### config.mk
export PLATFORM = sky130hd
export DESIGN_NAME = decode_stage
export DESIGN_NICKNAME = d
export VERILOG_FILES = /design/src/rtl/decode_stage.sv
export SDC_FILE = /design/constraint.sdc
export NUM_CORES = 1
export LEC_CHECK = 0
export BUFFER_PORTS_ARGS = -buffer_cell sky130_fd_sc_hd__buf_2
export CORE_AREA = 2 2 54 56
export DETAILED_ROUTE_END_ITERATION = 12
export DIE_AREA = 0 0 56 58
export GPL_TIMING_DRIVEN = 0
export PLACE_DENSITY = 0.82
export SLEW_MARGIN = 10
export SYNTH_ARGS = -nofsm -noshare
export SYNTH_HDL_FRONTEND = slang
export SYNTH_SLANG_ARGS = --single-unit
### constraint.sdc
create_clock -name clock -period 3.84 [get_ports clock]
set_input_delay 0.768 -clock clock [delete_from_list [all_inputs] [get_ports clock]]
set_output_delay 0.768 -clock clock [all_outputs]
set_load 0.03 [all_outputs]
### src/rtl/decode_stage.sv
// Decode/sequencing stage: strobes fetch, splits the fetched instruction into
// registered fields and hands them to execute over a valid/ready handshake.
module decode_stage #(
    parameter int         INSTR_W     = 16,
    parameter logic [3:0] HALT_OPCODE = 4'hF,
    parameter logic [3:0] NOP_OPCODE  = 4'h0
) (
    input  logic               clock,
    input  logic               reset,
    input  logic               run,
    input  logic [INSTR_W-1:0] instr_in,
    output logic               activate_fetch,
    output logic               dec_valid,
    input  logic               exec_ready,
    output logic [3:0]         dec_opcode,
    output logic [3:0]         dec_rd,
    output logic [3:0]         dec_rs1,
    output logic [3:0]         dec_rs2,
    output logic [7:0]         dec_imm,
    output logic               dec_uses_imm,
    output logic               dec_wr_en,
    output logic               dec_is_mem,
    output logic               dec_is_branch,
    output logic               halted,
    output logic               illegal
);

    typedef enum logic [2:0] {
        IDLE   = 3'd0,
        FETCH  = 3'd1,
        DECODE = 3'd2,
        ISSUE  = 3'd3,
        HALT   = 3'd4
    } state_t;

    state_t state;
    state_t state_next;

    logic [3:0] opcode;
    logic       op_is_nop;
    logic       op_is_halt;
    logic       op_is_illegal;
    logic       load_fields;

    assign opcode        = instr_in[15:12];
    assign op_is_nop     = (opcode == NOP_OPCODE);
    assign op_is_halt    = (opcode == HALT_OPCODE);
    assign op_is_illegal = (opcode inside {[4'hB:4'hE]});
    assign load_fields   = (state == DECODE) && !op_is_nop && !op_is_halt && !op_is_illegal;

    always_ff @(posedge clock or negedge reset) begin
        if (!reset) begin
            state <= IDLE;
        end else begin
            state <= state_next;
        end
    end

    always_comb begin
        state_next = state;
        case (state)
            IDLE:    if (run) state_next = FETCH;
            FETCH:   state_next = DECODE;
            DECODE: begin
                if (op_is_nop)                       state_next = run ? FETCH : IDLE;
                else if (op_is_halt || op_is_illegal) state_next = HALT;
                else                                  state_next = ISSUE;
            end
            ISSUE:   if (exec_ready) state_next = run ? FETCH : IDLE;
            HALT:    state_next = HALT;
            default: state_next = IDLE;
        endcase
    end

    // Handshake and status outputs follow the state directly, so an async
    // reset clears them in the same instant it clears the state.
    always_comb begin
        activate_fetch = (state == FETCH);
        dec_valid      = (state == ISSUE);
        halted         = (state == HALT);
    end

    always_ff @(posedge clock or negedge reset) begin
        if (!reset) begin
            illegal <= 1'b0;
        end else if ((state == DECODE) && op_is_illegal) begin
            illegal <= 1'b1;
        end
    end

    // Fields are written only by a real issue; NOP/HALT leave the previous values in place.
    always_ff @(posedge clock or negedge reset) begin
        if (!reset) begin
            dec_opcode    <= 4'h0;
            dec_rd        <= 4'h0;
            dec_rs1       <= 4'h0;
            dec_rs2       <= 4'h0;
            dec_imm       <= 8'h00;
            dec_uses_imm  <= 1'b0;
            dec_wr_en     <= 1'b0;
            dec_is_mem    <= 1'b0;
            dec_is_branch <= 1'b0;
        end else if (load_fields) begin
            dec_opcode    <= opcode;
            dec_rd        <= instr_in[11:8];
            dec_rs1       <= instr_in[7:4];
            dec_rs2       <= instr_in[3:0];
            dec_imm       <= instr_in[7:0];
            dec_uses_imm  <= (opcode == 4'h6) || (opcode == 4'h9);
            dec_wr_en     <= (opcode >= 4'h1) && (opcode <= 4'h7);
            dec_is_mem    <= (opcode == 4'h7) || (opcode == 4'h8);
            dec_is_branch <= (opcode == 4'h9) || (opcode == 4'hA);
        end
    end

endmodule
==> impl_metrics.toml, run 1 <==
[global_route]
grt_usage = 0.176
grt_max_degree = 25
grt_pass1_vias = 1008
grt_pass1_wl_mm = 4.57
grt_remaining_overflow = 0
antenna_found_initial = 0

[critical_path]
reg2reg_depth = 5
r2r_start = "state[0]$_DFFE_PN0P_"
cp_slowest_cell = "dfrtp_1"
critPathCapture = "halted"
startpoint = "state[0]$_DFFE_PN0P_"
worstPathMaxFanout = 9
crit_chain = "clkbuf_1, nor3b_1, buf_2"
required_ns = 3.07
cpPeakStageDelay_ns = 0.38
r2r_end = "dec_rd[0]$_DFFE_PN0P_"
cp.arrival_ns = 1.40
critPathLaunchType = "register"
critPathTopFamily = "buffers and inverters"
r2r_setup_slack_ns = 1.87
end_kind = "output pin"
cp.depth = 3
critical_path_buf_inv_count = 2
path_class = "register to output pin"

[run_status]
outcome = "finished, final reports clean"

[pwr]
seqPwrFrac = 0.304
clkPwrFrac = 0.083
total_power_mw = 1.55
powerDensity_mw_per_mm2 = 968
switching_share = 0.466
irDropWorstVdd_mv = 0.548
power.leakage_nw = 0.769
power_frac_comb = 0.613
internal-power_mw = 0.827
p_switching_mw = 0.723

[clock_tree]
clockRootBuffer = "clkbuf_4"
cts_setup_buffers = 0
cts_buffers = 3
tritoncts = "done"
hold_buffers = 0
cts-resized-gates = 0
path_clk_slew_ns = 0.13
htreeDepth = 1
cts.sinks = 24
clock_path_buffers = 2
insertion_delay_ns = 0.30

[flow_run]
maxCapViolations = 0

[routing]
dr.first_iter.drc_count = 25
post_drt_wl_per_cell_um = 13.9
wl_mm = 2.62
viasPerCell = 5.38
ant_nets = 0
vias = 1017
drc = 0
drtPass1Iterations = 4

[floorplanning]
rows = 19
die_w_um = 56
start_util = 0.482
coreArea_mm2 = 0.00266
fp.dieH_um = 58
die_area_mm2 = 0.00325
io_pins = 52

[timing]
fin_setup_tns_ns = 0
relSlewSlack = 0.441
rsz0062_at_grt = "no"
fmax_mhz = 461
maxSlewViolCount = 0
tightest_slew_ns = 0.827
min_period_over_period = 0.565
period_minus_slack_ns = 2.17
hold_viol_final = 0
finalSetupViolations = 0
fin_skew_ns = 0.00401
hold_ws_ns = 0.420

[yosys]
synthCells = 105
seq_area_frac_synth = 0.468
syn_nets = 125
ys_seq_elements = 24
yosysMostFrequentCell = "dfrtp_1"
synth-main-ff-cell = "dfrtp_1"
ys_warn_count = 0
synth_area_leaders = "dfrtp_1 47%, mux2_4 12%, buf_4 5.9%, mux2_2 3.5%, a32oi_1 2.7%"
synthArstFlopShare = 1.00
syn_avg_cell_area_um2 = 12.2
synth_area_mm2 = 0.00128
synth_common_cells = "24 x dfrtp_1, 10 x buf_4, 10 x mux2_4, 7 x o21ai_0"
yosys.area.top_type_share = 0.468
synth_edf_count = 0
yosys.area.top_type = "dfrtp_1"
synthDistinctLibCells = 39

[cells_and_area]
multiInputGateArea_um2 = 556
fin_nets = 179
area_growth_pct = 25.0
fin_area_mm2 = 0.00160
sequential_cell_area_um2 = 601
drive_gt1_frac = 0.544
final_util = 0.602
fillerInstances = 216
diodes = 0

[placed_design]
gp_congestion = 0.895
postPlaceCellArea_mm2 = 0.00157
hpwl_mm = 2.00
io_buffers = 49

[worst_hold_path]
hp-class = "input port to async pin"
registers in the layout (all words and copies together), names as in the netlist:
name / cells
dec_uses_imm: 1
dec_wr_en: 1
dec_imm: 1
state: 3
dec_opcode: 4
dec_is_mem: 1
dec_rs1: 4
illegal: 1
dec_is_branch: 1
dec_rd: 4
dec_rs2: 3
power groups by stage:
stage | clock [mW] | combinational (mW) | sequential (mW)
3_5_place_dp | 0 | 0.956 | 0.478
3_3_place_gp | 0 | 0.939 | 0.467
5_1_grt | 0.147 | 1.00 | 0.495
4_1_cts | 0.132 | 0.958 | 0.472
6_report | 0.129 | 0.950 | 0.471
2_1_floorplan | 0 | 0.499 | 0.693
worst reg2reg max path: cells and delay by family, from the launching register on:
family	cells	cell delay, ns
compound gates	1	0.33
buf+inv	2	0.38
simple gates	1	0.46
mux	1	0.31
flops	1	0.38
worst min path at each step:
stage                                   start                endpoint  cells past startpoint
after floorplan                         reset  dec_imm[3]$_DFFE_PN0P_                      0
after global placement    illegal$_DFFE_PN0P_     illegal$_DFFE_PN0P_                      1
after detailed placement  illegal$_DFFE_PN0P_     illegal$_DFFE_PN0P_                      1
after CTS                               reset  dec_rs1[1]$_DFFE_PN0P_                      1
after global routing                    reset  dec_rs1[1]$_DFFE_PN0P_                      1
final                                   reset  dec_rs1[1]$_DFFE_PN0P_                      1
cell type report:
cell class / instances / share of cell area
tap: 31 / 0.0242
sequential: 24 / 0.375
inverter: 4 / 0.00937
buffer: 15 / 0.0695
timing repair buffer: 49 / 0.153
clock buffer: 4 / 0.0226
multi-input combinational: 62 / 0.347
through the flow:
step                instances  worst slack (ns)
global placement          185              1.54
detailed placement        185              1.51
global route              189              1.52
CTS                       189              1.67
floorplan                 105              1.68
finish                    189              1.67
layout by cell type (no fill, tap or decap), drive strengths merged, types with 2 or more instances in the layout:
cell and n:
inv 4, o211ai 2, dfrtp 24, nor3 2, mux2 14, nor2 2, clkbuf 7, o21ai 7
nor3b 3, nand3 2, a32oi 4, buf 61, nand2 3
per-layer routing:
layer | GRT usage | share of wire | wire length [µm]
met4 | 0.0578 | 0.0031 | 8
met2 | 0.284 | 0.46 | 1190
met3 | 0.0357 | 0.090 | 237
met1 | 0.239 | 0.45 | 1180
met5 | 0 | 0 | 0
logic make-up after synthesis:
kind of cell,Yosys count,share of synthesized area
AOI/OAI and AO/OA,28,0.172
DFF,24,0.468
and+or+nand+nor,19,0.102
buffers and inverters,19,0.0985
muxes,14,0.152
xor gates and xnor gates,1,0.00683
No activity file was read; power rests on OpenSTA's default activity.
==> inputs of run 2 (changes only) <==
- CORE_AREA: 2 2 54 56 -> 2 2 77 42
- DIE_AREA: 0 0 56 58 -> 0 0 79 44
- PLACE_DENSITY: 0.82 -> 0.79
- clock period: 3.84 -> 2 ns (I/O delays scaled with it)
==> run 2 against run 1 <==
Effect of this change: clock skew is 0.00053 ns lower; critical path type is now register to register; register-to-register slack worse by 1.7 ns; non-clock buffer count is 1 higher; via count is 4.7% higher; sequential power is 100% higher; combinational power is 94% higher.
==> impl_metrics.toml, run 2 (same netlist as run 1, synthesis figures left out) <==
[timing]
finalSetupViolations = 0
hold_viol_final = 0
fin_skew_ns = 0.00348
fmax_mhz = 534
period_minus_slack_ns = 1.87
maxSlewViolCount = 0
min_period_over_period = 0.937
relSlewSlack = 0.409
tightest_slew_ns = 0.874
rsz0062_at_grt = "no"
fin_setup_tns_ns = 0

[global_route]
grt_pass1_vias = 1018
grt_pass1_wl_mm = 5.00
grt_remaining_overflow = 0
antenna_found_initial = 0
grt_usage = 0.191
grt_max_degree = 25

[placed_design]
io_buffers = 49
hpwl_mm = 2.26
dp_cells = 194
postPlaceCellArea_mm2 = 0.00158
gp_congestion = 0.812

[pwr]
power.leakage_nw = 0.782
powerDensity_mw_per_mm2 = 1880
irDropWorstVdd_mv = 0.889
switching_share = 0.470
p_switching_mw = 1.45
power_frac_comb = 0.600
total_power_mw = 3.08
seqPwrFrac = 0.307
clkPwrFrac = 0.093
internal-power_mw = 1.63

[critical_path]
cpPeakStageDelay_ns = 0.49
r2r_setup_slack_ns = 0.13
reg2reg_depth = 4
critPathLaunchType = "register"
r2r_end = "dec_rs2[0]$_DFFE_PN0P_"
critical_path_buf_inv_count = 1
required_ns = 2.16
cp.depth = 4
crit_chain = "or3b_4, a211oi_4, buf_4, mux2_2"
cp_slowest_cell = "or3b_4"
startpoint = "state[2]$_DFFE_PN0P_"
r2r_start = "state[2]$_DFFE_PN0P_"
critPathTopFamily = "simple AND/OR/NAND/NOR gates"
critPathCapture = "dec_rs2[0]$_DFFE_PN0P_"
path_class = "register to register"
cp.arrival_ns = 2.03
end_kind = "register"
worstPathMaxFanout = 8

[run_status]
outcome = "finished, final reports clean"

[routing]
drtPass1Iterations = 4
post_drt_wl_per_cell_um = 15.0
wl_mm = 2.98
ant_nets = 0
dr.first_iter.drc_count = 101
drc = 0
vias = 1065
viasPerCell = 5.38

[cells_and_area]
fin_area_mm2 = 0.00164
final_cells = 198
fin_nets = 180
area_growth_pct = 27.5
largestRegisters = "dec_opcode x4, dec_rd x4, dec_rs1 x4"
fillerInstances = 246
diodes = 0
layout_common_cells = "50 x buf_2, 24 x dfrtp_1, 12 x buf_4"
drive_gt1_frac = 0.557
final_util = 0.576
final_common_cell = "buf_2"

[clock_tree]
hold_buffers = 0
path_clk_slew_ns = 0.08
insertion_delay_ns = 0.27
htreeDepth = 1
cts.sinks = 24
clockRootBuffer = "clkbuf_8"
tritoncts = "done"
clock_path_buffers = 2
cts_buffers = 3

[floorplanning]
fp.dieH_um = 44
io_pins = 52
coreArea_mm2 = 0.00284
rows = 14
start_util = 0.452
die_area_mm2 = 0.00348
die_w_um = 79

[worst_hold_path]
hp-class = "input port to async pin"

[flow_run]
maxCapViolations = 0
run 2: changes by cell type in the layout (fill, tap and decap cells not counted):
cell / delta
clkbuf_1: -1
clkbuf_4: -3
nor3b_1: -1
clkbuf_8: +2
buf_4: +2
nor3b_2: +1
run 2: worst min-delay path by stage:
| stage | from | end | depth (start not counted) |
|---|---|---|---|
| detailed placement | reset | dec_rs1[0]$_DFFE_PN0P_ | 1 |
| global route | reset | dec_rs1[0]$_DFFE_PN0P_ | 1 |
| floorplan | reset | dec_imm[3]$_DFFE_PN0P_ | 0 |
| global placement | reset | dec_rs1[0]$_DFFE_PN0P_ | 1 |
| CTS | reset | dec_rs1[2]$_DFFE_PN0P_ | 1 |
| finish | reset | dec_rs1[0]$_DFFE_PN0P_ | 1 |
run 2: layout make-up:
class / instances / area [µm²] / area share
plain buffers: 14 / 108 / 0.0658
clock buffers: 3 / 41.3 / 0.0252
inverters: 4 / 15.0 / 0.00918
multi-input cells: 62 / 561 / 0.343
flip-flops and latches: 24 / 601 / 0.367
well taps: 40 / 50.0 / 0.0306
repair buffers: 51 / 260 / 0.159
run 2: repair_timing:
item,CTS,global route
gates resized for setup,0,1
setup endpoints to repair,10,16
pin swaps,1,1
setup buffers,2,0
run 2: through the flow:
step | hold WS (ns) | setup WS (ns)
after CTS | 0.127 | 0.0187
after floorplan | 0.104 | 0.196
after global placement | 0.400 | 0.0253
final | 0.102 | 0.126
after detailed placement | 0.414 | -0.0317
after global routing | 0.134 | 0.0637
run 2: routing by layer:
metal	GRT usage	vias to the layer above	part of all wire
li1	-	486	-
met1	0.258	536	0.47
met2	0.300	38	0.46
met3	0.0604	5	0.067
met4	0.0552	0	0.010
met5	0	-	0
run 2: worst register-to-register path, stage by stage (launching register included):
cell and delay (ns):
dfrtp_1 0.47, or3b_4 0.49, a211oi_4 0.30, buf_4 0.19, mux2_2 0.32
run 2: power groups by stage:
stage / registers, mW / logic, mW / clock network, mW
6_report: 0.945 / 1.84 / 0.286
3_3_place_gp: 0.902 / 1.81 / 0
2_1_floorplan: 1.33 / 0.957 / 0
4_1_cts: 0.921 / 1.88 / 0.290
5_1_grt: 0.988 / 1.94 / 0.319
3_5_place_dp: 0.929 / 1.85 / 0
